--- config.mk ---
export PLATFORM = sky130hd
export DESIGN_NAME = pipeline_perf_monitor
export DESIGN_NICKNAME = d
export VERILOG_FILES = /design/src/rtl/pipeline_perf_monitor.sv
export SDC_FILE = /design/constraint.sdc
export NUM_CORES = 2
export LEC_CHECK = 0
export CAP_MARGIN = 20
export CORE_MARGIN = 3
export CORE_UTILIZATION = 55
export CTS_CLUSTER_DIAMETER = 60
export DETAILED_ROUTE_END_ITERATION = 10
export GPL_TIMING_DRIVEN = 0
export MAX_ROUTING_LAYER = met4
export PLACE_DENSITY = 0.75
export SETUP_SLACK_MARGIN = 0.2
export SLEW_MARGIN = 20
export SYNTH_ARGS = -nofsm -noshare
export SYNTH_HDL_FRONTEND = slang
export SYNTH_SLANG_ARGS = --single-unit
--- constraint.sdc ---
create_clock -name clk -period 4.3 [get_ports clk]
set_input_delay 1.29 -clock clk [delete_from_list [all_inputs] [get_ports clk]]
set_output_delay 1.29 -clock clk [all_outputs]
set_load 0.01 [all_outputs]
--- src/rtl/pipeline_perf_monitor.sv ---
// Pipeline performance/hazard monitor: cycle and per-event counters, a snapshot bank
// readable via a selector, and a first-word-fall-through timestamped event trace FIFO.
module pipeline_perf_monitor #(
    parameter int unsigned         NUM_EVT     = 8,
    parameter int unsigned         CNT_W       = 32,
    parameter int unsigned         SEL_W       = 5,
    parameter int unsigned         SATURATE    = 0,
    parameter int unsigned         TRACE_DEPTH = 16,
    parameter int unsigned         TS_W        = 16,
    parameter logic [NUM_EVT-1:0]  TRACE_MASK  = '1
) (
    input  logic                      clk,
    input  logic                      rst,
    input  logic                      en_i,
    input  logic                      clr_i,
    input  logic                      snap_i,
    input  logic [NUM_EVT-1:0]        evt_i,
    input  logic [SEL_W-1:0]          sel_i,
    output logic [CNT_W-1:0]          cnt_o,
    output logic [NUM_EVT:0]          ovf_o,
    output logic                      trc_valid_o,
    input  logic                      trc_ready_i,
    output logic [TS_W+NUM_EVT-1:0]   trc_data_o,
    output logic                      trc_drop_o,
    output logic [7:0]                drop_cnt_o
);

    localparam int unsigned PTR_W = (TRACE_DEPTH > 1) ? $clog2(TRACE_DEPTH) : 1;
    localparam int unsigned OCC_W = PTR_W + 1;
    localparam int unsigned REC_W = TS_W + NUM_EVT;
    localparam int unsigned OVF_W = NUM_EVT + 1;

    // Live counters and their next values
    logic [CNT_W-1:0]   cyc_cnt, cyc_nxt;
    logic [CNT_W-1:0]   evt_cnt [NUM_EVT];
    logic [CNT_W-1:0]   evt_nxt [NUM_EVT];
    logic               cyc_set;
    logic [NUM_EVT-1:0] evt_set;

    // Shadow bank
    logic [CNT_W-1:0]   sh_cyc;
    logic [CNT_W-1:0]   sh_evt [NUM_EVT];
    logic [OVF_W-1:0]   sh_ovf;
    logic [CNT_W-1:0]   rd_val;

    // Trace FIFO
    logic [REC_W-1:0]   mem [TRACE_DEPTH];
    logic [PTR_W-1:0]   wr_ptr, rd_ptr, wr_nxt, rd_nxt;
    logic [OCC_W-1:0]   occ, occ_nxt;
    logic [REC_W-1:0]   rec, head_nxt;
    logic               push_req, full, pop, do_push, drop;

    function automatic logic [CNT_W-1:0] bump(input logic [CNT_W-1:0] v);
        if (v == '1) begin
            return (SATURATE != 0) ? v : '0;
        end
        return v + CNT_W'(1);
    endfunction

    // Counter increment and overflow detection
    always_comb begin
        cyc_nxt = cyc_cnt;
        cyc_set = 1'b0;
        evt_set = '0;
        if (en_i) begin
            cyc_nxt = bump(cyc_cnt);
            cyc_set = (cyc_cnt == '1);
        end
        for (int unsigned k = 0; k < NUM_EVT; k++) begin
            evt_nxt[k] = evt_cnt[k];
            if (en_i && evt_i[k]) begin
                evt_nxt[k] = bump(evt_cnt[k]);
                evt_set[k] = (evt_cnt[k] == '1);
            end
        end
    end

    // Shadow readout mux
    always_comb begin
        rd_val = '0;
        if (sel_i == '0) begin
            rd_val = sh_cyc;
        end
        for (int unsigned k = 0; k < NUM_EVT; k++) begin
            if (sel_i == SEL_W'(k + 1)) begin
                rd_val = sh_evt[k];
            end
        end
        if (sel_i == SEL_W'(NUM_EVT + 1)) begin
            rd_val = CNT_W'(sh_ovf);
        end
    end

    // FIFO control; the head register is precomputed so trc_data_o is a flop
    always_comb begin
        rec      = {TS_W'(cyc_cnt), evt_i};
        push_req = en_i && !clr_i && ((evt_i & TRACE_MASK) != '0);
        full     = (occ == OCC_W'(TRACE_DEPTH));
        pop      = trc_valid_o && trc_ready_i;
        do_push  = push_req && (!full || pop);
        drop     = push_req && full && !pop;
        rd_nxt   = pop ? rd_ptr + PTR_W'(1) : rd_ptr;
        wr_nxt   = do_push ? wr_ptr + PTR_W'(1) : wr_ptr;
        occ_nxt  = occ + OCC_W'(do_push) - OCC_W'(pop);
        head_nxt = '0;
        if (occ_nxt != '0) begin
            head_nxt = (do_push && (wr_ptr == rd_nxt)) ? rec : mem[rd_nxt];
        end
    end

    always_ff @(posedge clk) begin
        if (!rst && !clr_i && do_push) begin
            mem[wr_ptr] <= rec;
        end
    end

    always_ff @(posedge clk) begin
        if (rst) begin
            cyc_cnt     <= '0;
            sh_cyc      <= '0;
            sh_ovf      <= '0;
            ovf_o       <= '0;
            cnt_o       <= '0;
            wr_ptr      <= '0;
            rd_ptr      <= '0;
            occ         <= '0;
            trc_valid_o <= 1'b0;
            trc_data_o  <= '0;
            trc_drop_o  <= 1'b0;
            drop_cnt_o  <= '0;
            for (int unsigned k = 0; k < NUM_EVT; k++) begin
                evt_cnt[k] <= '0;
                sh_evt[k]  <= '0;
            end
        end else begin
            // Shadow captures pre-increment, pre-clear values and is never cleared
            if (snap_i) begin
                sh_cyc <= cyc_cnt;
                sh_evt <= evt_cnt;
                sh_ovf <= ovf_o;
            end
            cnt_o <= rd_val;
            if (clr_i) begin
                cyc_cnt     <= '0;
                ovf_o       <= '0;
                wr_ptr      <= '0;
                rd_ptr      <= '0;
                occ         <= '0;
                trc_valid_o <= 1'b0;
                trc_data_o  <= '0;
                trc_drop_o  <= 1'b0;
                drop_cnt_o  <= '0;
                for (int unsigned k = 0; k < NUM_EVT; k++) begin
                    evt_cnt[k] <= '0;
                end
            end else begin
                cyc_cnt     <= cyc_nxt;
                evt_cnt     <= evt_nxt;
                ovf_o       <= ovf_o | {evt_set, cyc_set};
                wr_ptr      <= wr_nxt;
                rd_ptr      <= rd_nxt;
                occ         <= occ_nxt;
                trc_valid_o <= (occ_nxt != '0);
                trc_data_o  <= head_nxt;
                if (drop) begin
                    trc_drop_o <= 1'b1;
                    if (drop_cnt_o != 8'hFF) begin
                        drop_cnt_o <= drop_cnt_o + 8'd1;
                    end
                end
            end
        end
    end

endmodule

==> qor.yml <==
die-area_mm2: 0.08475
initial_utilization_pct: 56.05
first_pass_iters: 7
wl_um: 130500
hold_depth: 2
critical_path.max_stage_delay_ns: 0.56
clock_path_buffers: 3
clockRootBuffer: "clkbuf_16"
powerDensity_mw_per_mm2: 423.7
num_vias: 33790
p_comb_share_pct: 6.2
numCtsBuffers: 107
setup_viol: 0
port_buffers: 88
pin_count: 94
synthAdderAreaFrac_pct: 0.6044
crit_slowest_cell: "or4_4"
endpoint_kind: "flip-flop"
die_h_um: 291.1
synthTopCellsByCount: "nor2_1 (733), dfxtp_1 (673), mux2i_1 (401)"
synth_largest_area_cell: "dfxtp_1"
hpwl_um: 91050
fin_skew_ns: 0.02262
cp.required_ns: 4.83
yosys.area_share.simple_pct: 16.72
syn_area_per_cell_um2: 10.69
path_cells: "buf_16, or4_4, o21ai_4, o21ai_2, nand2_1, ha_2, inv_1, fa_2, nand2b_4, a21oi_4, nor2_4, xor2_2, o311a_1, buf_6, buf_8, a32o_2"
period_minus_slack_ns: 4.069
maxCapViolations: 0
core-area_mm2: 0.07977
hold_viol: 0
place_inst: 5331
routabilityCongestion: 0.9940
fin_crit_sh_pct: 94.63
clk_latency_ns: 0.68
pre_cts_slack_ns: -1.543
cp_max_fo: 10
grtUsageTotal_pct: 30.69
max_freq_ghz: 0.2458
synth_top_family_by_area: "simple AND/OR/NAND/NOR gates"
ir_drop_mv: 0.4060
cp.arrival_ns: 4.60
grt_max_degree: 25
critPathKind: "input port to flip-flop"
drv_slew: 0
slew_headroom_pct: 19.30
wl_per_cell_um: 23.53
synthTopCellsByArea: "dfxtp_1 (30%), edfxtp_1 (26%), mux2i_1 (9.0%), nor2_1 (6.2%), xor2_1 (3.7%)"
syn_inst: 4181
num_rows: 103
status: "complete, no violations"
async_flop_share_pct: 0
leakagePower_nw: 18.06
clk_pin_slew_worst_paths_ns: 0.06
setup_slack_ns: 0.2311
clkPwrFrac_pct: 45.9
critPathTopFamily: "compound AO/OA/AOI/OAI gates"
cts_sinks: 1057
sequentialPowerShare_pct: 47.9
ys_types: 81
tightest_slew_ns: 1.211
drtAntennaViolNets: 0
rsz0062_at_grt: "no"
power_switching_mw: 4.975
final_nets: 4436
crit_cells: 16
synth_seq_cells: 1057
grt_pass1_wl_um: 194700
swShare_pct: 22.90
p_int_mw: 16.74
synthesis.nets: 4221
synthFlopType: "dfxtp_1"
synth_top_area_share_pct: 30.13
hp-class: "flip-flop to flip-flop"
grt_pass1_vias: 31900
cts_tree: "yes"
yosysSeqAreaShare_pct: 55.92
ctsHoldBuffers: 0
worstSetupStartpointType: "input port"
drtIter0Drc: 4200
htreeDepth: 3
yosysMostFrequentCell: "nor2_1"
synthXorXnorAreaFrac_pct: 5.594
viasPerCell: 6.094
synth_compound_area_share_pct: 7.595
r2r_cells: 17
worst-path-buf-inv: 4
muxShareOfSynthArea_pct: 10.92
utilization_pct: 64.25
antenna_found_initial: 4
route.detailed.drc: 0
grt-ovfl-total: 0
drive_above_1_share_pct: 9.579
yosys_warnings: 0
fin_cells: 5544
syn_to_final_growth_pct: 14.63
dieWidth_um: 291.1
synth_edf_count: 384
syn_area_mm2: 0.04471
[through the flow]
step / instance area [µm²] / power, mW / TNS, ns / hold slack (ns)
3_5_place_dp: 47240 / 11.89 / -142.47 / 0.4634
5_1_grt: 51250 / 22.25 / 0 / 0.5147
3_3_place_gp: 46940 / 11.87 / -545.13 / 0.4661
6_report: 51260 / 21.72 / 0 / 0.4754
4_1_cts: 51070 / 21.72 / 0 / 0.4832
2_1_floorplan: 44740 / 11.41 / 0 / 0.4313
[worst min-delay path: stages (launching register included)]
cell and delay (ns):
dfxtp_1 0.33, a21oi_1 0.04, nor2_1 0.07
[final timing paths]
check	start	end	slack (ns)
worst max-delay path	evt_i[0]	trc_data_o[12]	0.23
worst min-delay path	trc_drop_o	trc_drop_o	0.48
worst max register to register	trc_valid_o	trc_data_o[12]	0.62
worst min register to register	trc_drop_o	trc_drop_o	0.48
[cell type report]
class | count | area [µm²]
flip-flops and latches | 1057 | 25010
clock buffers | 143 | 2998
clock inverters | 59 | 814.5
diodes | 5 | 12.51
inverters | 31 | 116.4
well taps | 1050 | 1314
fillers | 6141 | 28520
multi-input cells | 2850 | 18640
repair buffers | 107 | 1265
plain buffers | 242 | 1085
[per-layer routing]
metal  up-vias  track usage [%]  wire length [µm]
li1      15440                -                 -
met1     16180            40.62             52720
met2      1774            45.94             57950
met3       393            5.127             12410
met4         0            15.14              7378
met5         -                -                 0
[cell usage in the layout (no fill, tap or decap), types with 36 or more instances in the layout]
master / n
clkbuf_1: 131
o22ai_1: 47
xnor2_1: 96
nor2_1: 728
nand3_1: 231
buf_2: 63
mux2i_1: 401
nand2_1: 361
clkbuf_16: 113
a21oi_1: 88
dfxtp_1: 671
o21ai_0: 89
buf_1: 51
nand4_1: 78
xor2_1: 185
mux4_2: 36
clkdlybuf4s50_1: 78
and3_1: 53
edfxtp_1: 384
o211ai_1: 39
[state kept, by name (all words and copies together), names as in the netlist]
signal and count:
cnt_o 32, cyc_cnt 32, drop_cnt_o 8, evt_cnt 256, mem 384, occ 5, ovf_o 9, rd_ptr 4
sh_cyc 32, sh_evt 256, sh_ovf 9, trc_data_o 24, trc_drop_o 1, trc_valid_o 1, wr_ptr 4
[power groups by stage]
stage / Clock, mW / Combinational, mW / Sequential [mW]
floorplan: 0 / 0.784 / 10.6
finish: 9.97 / 1.36 / 10.4
detailed placement: 0 / 1.28 / 10.6
global placement: 0 / 1.26 / 10.6
global route: 10.4 / 1.43 / 10.4
CTS: 10.0 / 1.29 / 10.4
[cell families after synthesis]
family | Yosys count
XOR/XNOR | 284
AO/OA/AOI/OAI | 468
flip-flops | 1057
adder cells (fa/ha/maj) | 21
buffers and inverters | 274
AND/OR/NAND/NOR | 1635
multiplexers | 442
[repair_timing]
item | in CTS | in global routing
resized for setup | 38 | 26
setup buffers | 2 | 3
gates cloned | 0 | 2
endpoints found under the setup margin | 27 | 10
pin swaps | 2 | 8
No activity file was read; power rests on OpenSTA's default activity.
